--- src/rtl/regfile_mp_pkg.sv ---
// Shared defaults, read-source encoding and read-port packing helper for the
// multi-port register file with reservation scoreboard.
package regfile_mp_pkg;

  localparam int DEF_DATA_W = 16;
  localparam int DEF_ADDR_W = 3;
  localparam int DEF_NUM_RD = 2;

  typedef enum logic [1:0] {
    RD_STORE = 2'd0,
    RD_BYP0  = 2'd1,
    RD_BYP1  = 2'd2,
    RD_ZERO  = 2'd3
  } rd_src_e;

  // Bit offset of read port 'port' inside a packed bus of 'width'-bit lanes.
  function automatic int port_lsb(input int port, input int width);
    return port * width;
  endfunction

endpackage

--- src/rtl/regfile_mp_sb.sv ---
// Reservation scoreboard: one busy bit per register, set by accepted
// reservations and cleared by writes; drives resv_rdy and per-port read_busy.
module regfile_sb
  import regfile_mp_pkg::*;
#(
  parameter int ADDR_W  = DEF_ADDR_W,
  parameter int NUM_RD  = DEF_NUM_RD,
  parameter bit ZERO_R0 = 1'b0
) (
  input  logic                     clk,
  input  logic                     rst_n,
  input  logic                     wr0_en,
  input  logic [ADDR_W-1:0]        wr0_add,
  input  logic                     wr1_en,
  input  logic [ADDR_W-1:0]        wr1_add,
  input  logic                     resv_vld,
  input  logic [ADDR_W-1:0]        resv_add,
  input  logic [NUM_RD*ADDR_W-1:0] read_add,
  output logic                     resv_rdy,
  output logic [NUM_RD-1:0]        read_busy,
  output logic [(1<<ADDR_W)-1:0]   busy_vec
);

  localparam int DEPTH = 1 << ADDR_W;

  logic [DEPTH-1:0]  busy_q;
  logic [DEPTH-1:0]  busy_d;
  logic              resv_zero;
  logic              resv_wr_hit;
  logic [ADDR_W-1:0] rd_addr [NUM_RD];

  always_comb begin
    resv_zero   = ZERO_R0 && (resv_add == '0);
    resv_wr_hit = (wr0_en && (wr0_add == resv_add)) ||
                  (wr1_en && (wr1_add == resv_add));
    // A write landing this cycle frees the register, so the request may proceed.
    resv_rdy    = rst_n && resv_vld &&
                  (resv_zero || !busy_q[resv_add] || resv_wr_hit);
  end

  always_comb begin
    busy_d = busy_q;
    if (wr0_en) busy_d[wr0_add] = 1'b0;
    if (wr1_en) busy_d[wr1_add] = 1'b0;
    if (resv_rdy && !resv_zero) busy_d[resv_add] = 1'b1;
    if (ZERO_R0) busy_d[0] = 1'b0;
  end

  always_ff @(posedge clk or negedge rst_n) begin
    if (!rst_n) busy_q <= '0;
    else        busy_q <= busy_d;
  end

  always_comb begin
    read_busy = '0;
    for (int k = 0; k < NUM_RD; k++) begin
      rd_addr[k]   = read_add[port_lsb(k, ADDR_W) +: ADDR_W];
      read_busy[k] = busy_q[rd_addr[k]] &&
                     !((wr0_en && (wr0_add == rd_addr[k])) ||
                       (wr1_en && (wr1_add == rd_addr[k])));
    end
  end

  assign busy_vec = busy_q;

endmodule

--- src/rtl/regfile_mp.sv ---
// Two-write, NUM_RD-read register file with combinational write bypass and an
// optional hard-wired zero register; reservation tracking lives in regfile_sb.
module regfile_mp
  import regfile_mp_pkg::*;
#(
  parameter int DATA_W  = DEF_DATA_W,
  parameter int ADDR_W  = DEF_ADDR_W,
  parameter int NUM_RD  = DEF_NUM_RD,
  parameter bit ZERO_R0 = 1'b0
) (
  input  logic                     clk,
  input  logic                     rst_n,
  input  logic                     writ_ena0,
  input  logic [ADDR_W-1:0]        writ_add0,
  input  logic [DATA_W-1:0]        writ_dat0,
  input  logic                     writ_ena1,
  input  logic [ADDR_W-1:0]        writ_add1,
  input  logic [DATA_W-1:0]        writ_dat1,
  input  logic [NUM_RD*ADDR_W-1:0] read_add,
  output logic [NUM_RD*DATA_W-1:0] read_dat,
  output logic [NUM_RD-1:0]        read_busy,
  input  logic                     resv_vld,
  input  logic [ADDR_W-1:0]        resv_add,
  output logic                     resv_rdy,
  output logic [(1<<ADDR_W)-1:0]   busy_vec
);

  localparam int DEPTH = 1 << ADDR_W;

  logic [DATA_W-1:0] mem_q [DEPTH];
  logic [DATA_W-1:0] mem_d [DEPTH];
  logic              wr0_en;
  logic              wr1_en;
  logic [ADDR_W-1:0] rd_addr [NUM_RD];
  rd_src_e           rd_src  [NUM_RD];

  // Enables are qualified once here so storage, bypass and scoreboard all agree
  // that nothing is written during reset or to a hard-wired zero register.
  always_comb begin
    wr0_en = rst_n && writ_ena0 && !(ZERO_R0 && (writ_add0 == '0));
    wr1_en = rst_n && writ_ena1 && !(ZERO_R0 && (writ_add1 == '0));
  end

  always_comb begin
    mem_d = mem_q;
    if (wr0_en) mem_d[writ_add0] = writ_dat0;
    if (wr1_en) mem_d[writ_add1] = writ_dat1;
  end

  always_ff @(posedge clk or negedge rst_n) begin
    if (!rst_n) begin
      for (int i = 0; i < DEPTH; i++) mem_q[i] <= '0;
    end else begin
      mem_q <= mem_d;
    end
  end

  always_comb begin
    for (int k = 0; k < NUM_RD; k++) begin
      rd_addr[k] = read_add[port_lsb(k, ADDR_W) +: ADDR_W];
      if (ZERO_R0 && (rd_addr[k] == '0))
        rd_src[k] = RD_ZERO;
      else if (wr1_en && (writ_add1 == rd_addr[k]))
        rd_src[k] = RD_BYP1;
      else if (wr0_en && (writ_add0 == rd_addr[k]))
        rd_src[k] = RD_BYP0;
      else
        rd_src[k] = RD_STORE;
    end
  end

  always_comb begin
    read_dat = '0;
    for (int k = 0; k < NUM_RD; k++) begin
      case (rd_src[k])
        RD_STORE: read_dat[port_lsb(k, DATA_W) +: DATA_W] = mem_q[rd_addr[k]];
        RD_BYP0:  read_dat[port_lsb(k, DATA_W) +: DATA_W] = writ_dat0;
        RD_BYP1:  read_dat[port_lsb(k, DATA_W) +: DATA_W] = writ_dat1;
        default:  read_dat[port_lsb(k, DATA_W) +: DATA_W] = '0;
      endcase
    end
  end

  regfile_sb #(
    .ADDR_W  (ADDR_W),
    .NUM_RD  (NUM_RD),
    .ZERO_R0 (ZERO_R0)
  ) u_sb (
    .clk       (clk),
    .rst_n     (rst_n),
    .wr0_en    (wr0_en),
    .wr0_add   (writ_add0),
    .wr1_en    (wr1_en),
    .wr1_add   (writ_add1),
    .resv_vld  (resv_vld),
    .resv_add  (resv_add),
    .read_add  (read_add),
    .resv_rdy  (resv_rdy),
    .read_busy (read_busy),
    .busy_vec  (busy_vec)
  );

endmodule

--- config.mk ---
export PLATFORM = sky130hd
export DESIGN_NAME = regfile_mp
export DESIGN_NICKNAME = d
export VERILOG_FILES = /design/src/rtl/regfile_mp_pkg.sv /design/src/rtl/regfile_mp_sb.sv /design/src/rtl/regfile_mp.sv
export SDC_FILE = /design/constraint.sdc
export NUM_CORES = 1
export LEC_CHECK = 0
export ABC_AREA = 1
export BUFFER_PORTS_ARGS = -buffer_cell sky130_fd_sc_hd__buf_2
export CELL_PAD_IN_SITES_DETAIL_PLACEMENT = 0
export CELL_PAD_IN_SITES_GLOBAL_PLACEMENT = 1
export CORE_MARGIN = 2
export CORE_UTILIZATION = 39
export CTS_CLUSTER_DIAMETER = 120
export DETAILED_ROUTE_END_ITERATION = 12
export PLACE_DENSITY_LB_ADDON = 0.1
export SLEW_MARGIN = 20
export SYNTH_ARGS = -nofsm -noshare
export SYNTH_HDL_FRONTEND = slang
export SYNTH_SLANG_ARGS = --single-unit
--- constraint.sdc ---
create_clock -name clk -period 1.05 [get_ports clk]
set_input_delay 0 -clock clk [delete_from_list [all_inputs] [get_ports clk]]
set_output_delay 0 -clock clk [all_outputs]
set_load 0.03 [all_outputs]
==> run summary <==
Summed over all layers, the global routing overflow is 0. The logs give 0.598 for the worst slew margin relative to its limit and 1351 for the number of violations reported at the end of detailed-routing iteration 0. After detailed placement, the design holds a cell count of 2068. For this design the ratio of total power to cell area is 1560 nW/um^2.

In this run the remaining antenna-violating nets after routing total 0. The share of the cycle needed by the critical path after routing works out to 1.52. The shortest clock period the worst path allows after layout was 1.60 ns; the clock input transition at the sequential cells of the worst setup and hold paths was 0.07 ns. The checks that failed: setup timing. The clock reaches the later pin of the worst-skew pair after 0.44 ns. The tools report the total power draw as 23.2 mW. The worst setup path is captured at an output pin. The layout net count came out at 1891.

Once detailed placement completed, the half-perimeter wirelength came to 30900 microns. Part of the Yosys area used for sequential elements: 0.331. The worst-case IR drop observed on VDD is 1080 uV.

The largest fanout of any net on the critical path is 3, and the wire length of the first global-routing pass is 72500 microns. The die covers 27700 sq um. The tools report the final count of pins violating max slew as 0.

Top-area cell type share of the netlist area: 0.331. The number of remaining DRC errors was 0; the highest clock frequency the design can meet was 626 MHz. The horizontal die dimension was 166 microns.

The count of maximum capacitance violations was 0; the depth of the CTS H-tree was 4. Summing every instance area after synthesis gives 10300 sq um. 0 antenna diodes ended up in the layout.

The post-synthesis async set-or-reset flop share was 1.00; the number of top-level design ports was 95. The tools report the total area of multi-input combinational cells as 6170 sq um. Row generation in the floorplan step produced 59 rows. The routed design has 47600 microns of wire. The synthesis-stage register bit count is 136, and the average footprint of a synthesized cell is 6.61 sq um.

In the final layout, flip-flops and latches occupy 3410 sq um. Placeable core area: 26000 sq um. The weighted congestion at the end of routability-driven global placement is 0.881. In the synthesized netlist the dominant register cell turns out to be sky130_fd_sc_hd__dfrtp_1. In this run the static leakage power is 7.16 nW. STA puts the critical path data arrival time at 1.60 ns.

The transition time at the pin with the least slew margin was 0.604 ns; the number of I/O port buffers was 94. The synthesized design spends more area on one cell type than any other, namely sky130_fd_sc_hd__dfrtp_1. Entering global routing, the biggest net connects 71 pins. The finished layout holds 2187 standard cells, fillers aside. Proportion of layout cells with a drive suffix above 1: 0.309.

TritonCTS buffer count: 17. The path class of the tightest hold or removal check is primary input to asynchronous set/reset pin. The kind of start point of the critical path was a flop. For this run, the detailed router's first-pass iteration total came to 6. During synthesis, Yosys emitted a total of 0 warnings. The total track usage is 0.342, and the via count of the first global-routing pass is 12000. Across all layers, the routed design uses 12500 vias. CTS saw 136 sinks.

Data on the critical path is required at its endpoint by 1.05 ns. The tools report the clock tree root buffer cell as sky130_fd_sc_hd__clkbuf_16. Initial antenna violation count: 0. The layout has 2540 filler cells. Synthesis instantiated 37 different standard cells from the library. After technology mapping, the gate count stands at 1555. For the final standard cell utilization of the core, the log shows 0.571. The least setup slack across all paths after layout was -0.548 ns.

Relative to the synthesized area, the layout overhead comes to 44.4%. Worst-case clock skew: 0.00132 ns. Setup violations remaining at the end of the flow were counted as 51. The floorplan step set the die height to 166 microns.

The run finished, with violations left. After routing, the total negative slack on setup checks comes to -18.35 ns. Using the TritonRoute via totals, the vias-per-cell ratio works out to 5.72.

The cell area reported after detailed placement is 12900 sq um. The final number of hold-violating endpoints was 0. The worst setup path is of the flop to output pin kind. Effective utilization at floorplan: 0.396. TritonCTS built the clock tree. Sorting the synthesized cells by area gives the leading types as sky130_fd_sc_hd__dfrtp_1 33%, sky130_fd_sc_hd__nand2_1 15%, sky130_fd_sc_hd__nand3_1 10%. The number of nets handed over by synthesis was 1607.

Setup repair after global routing could not meet its margin everywhere. Yosys mapped a number of flops with a built-in enable equal to 0. The cell area after layout is 14800 sq um. The clock passes through at most 2 buffers. After detailed routing, the average wire length per cell comes to 21.8 microns.
-- synth_stat cells, types with 9 or more instances --
cell type and n:
sky130_fd_sc_hd__o21ai_0 131, sky130_fd_sc_hd__clkbuf_1 52, sky130_fd_sc_hd__inv_2 10, sky130_fd_sc_hd__buf_2 53, sky130_fd_sc_hd__buf_4 19, sky130_fd_sc_hd__a21oi_1 65, sky130_fd_sc_hd__nand2_1 420, sky130_fd_sc_hd__inv_1 106
sky130_fd_sc_hd__dfrtp_1 136, sky130_fd_sc_hd__nand3_2 20, sky130_fd_sc_hd__a31oi_1 72, sky130_fd_sc_hd__nor2_1 115, sky130_fd_sc_hd__o211ai_1 90, sky130_fd_sc_hd__nand3_1 206, sky130_fd_sc_hd__buf_1 9
-- registers in the layout, summed over array words and instances, names as in the netlist --
signal and cells:
u_sb.busy_vec 8, mem_q 128
-- through the flow --
stage | setup WS (ns) | hold slack [ns]
floorplan | -0.118 | -0.296
global placement | -0.312 | -0.0814
detailed placement | -0.307 | -0.0795
CTS | -0.533 | 0.00239
global route | -0.626 | 0.0120
finish | -0.548 | 0.0173
-- cell usage in the layout, fill, tap and decap left out, types with 39 or more instances in the layout --
master	n
sky130_fd_sc_hd__nand2_1	384
sky130_fd_sc_hd__buf_4	200
sky130_fd_sc_hd__nand3_1	177
sky130_fd_sc_hd__dfrtp_1	128
sky130_fd_sc_hd__nor2_1	112
sky130_fd_sc_hd__o211ai_1	90
sky130_fd_sc_hd__inv_1	75
sky130_fd_sc_hd__a31oi_1	72
sky130_fd_sc_hd__o21ai_0	70
sky130_fd_sc_hd__o21ai_1	65
sky130_fd_sc_hd__buf_6	60
sky130_fd_sc_hd__buf_2	50
sky130_fd_sc_hd__dlygate4sd3_1	48
sky130_fd_sc_hd__a21oi_1	44
sky130_fd_sc_hd__buf_12	44
sky130_fd_sc_hd__inv_2	41
sky130_fd_sc_hd__nand2_2	40
sky130_fd_sc_hd__nand3_2	39
-- repair_timing --
action | 4_1_cts | 5_1_grt
resized for setup | 187 | 68
hold buffers | 48 | 0
endpoints found under the hold margin | 220 | 0
buffers inserted | 19 | 24
pin swaps | 122 | 77
setup endpoints to repair | 51 | 117
-- metal layers --
metal | share of wire | vias up | GRT usage | wire length (microns)
met3 | 0.089 | 153 | 0.0703 | 4250
met1 | 0.41 | 5828 | 0.453 | 19600
li1 | - | 5822 | - | -
met2 | 0.45 | 707 | 0.539 | 21400
met4 | 0.048 | 0 | 0.160 | 2300
met5 | 0 | - | 0 | 0
-- power by group --
group	internal (mW)	leakage, nW	switching (mW)
clock	3.59	0.280	2.66
sequential	6.56	1.59	0.941
combinational	4.47	5.29	4.97
total	14.6	7.16	8.57
-- final cells by class --
cell class	instances	area share
multi-input combinational	1163	0.416
timing repair buffer	403	0.256
clock buffer	19	0.0298
clock inverter	13	0.00978
tap	335	0.0282
inverter	118	0.0303
sequential	136	0.230
-- cells by family (layout without fill, tap and decap cells) --
logic type      count (synthesis)  after routing  share of synthesized area
simple gates                  792            792                      0.343
compound gates                369            369                      0.212
buf+inv                       256            553                      0.112
flops                         136            136                      0.331
xor+xnor                        2              2                    0.00170
-- final timing paths --
check | from | end | slack, ns | cells after the start
worst min-delay path | rst_n | u_sb.busy_vec[1]$_DFF_PN0_ | 0.02 | 3
max in group asynchronous | rst_n | mem_q[87]$_DFF_PN0_ | 0.15 | 4
worst max register to register | u_sb.busy_vec[4]$_DFF_PN0_ | u_sb.busy_vec[0]$_DFF_PN0_ | -0.23 | 10
worst min register to register | mem_q[127]$_DFF_PN0_ | mem_q[127]$_DFF_PN0_ | 0.56 | 2
min in group clk | writ_dat0[2] | mem_q[114]$_DFF_PN0_ | 0.02 | 3
worst max-delay path | mem_q[114]$_DFF_PN0_ | read_dat[2] | -0.55 | 8
-- critical path: stages (launching register included) --
cell                      delay, ns
sky130_fd_sc_hd__dfrtp_1       0.42
sky130_fd_sc_hd__a21oi_2       0.15
sky130_fd_sc_hd__o21ai_1       0.08
sky130_fd_sc_hd__o21ai_1       0.07
sky130_fd_sc_hd__buf_4         0.14
sky130_fd_sc_hd__nand2_2       0.05
sky130_fd_sc_hd__nand3_2       0.09
sky130_fd_sc_hd__nand2_2       0.05
sky130_fd_sc_hd__buf_6         0.13
Note: power is estimated with default switching activity, not from simulation.
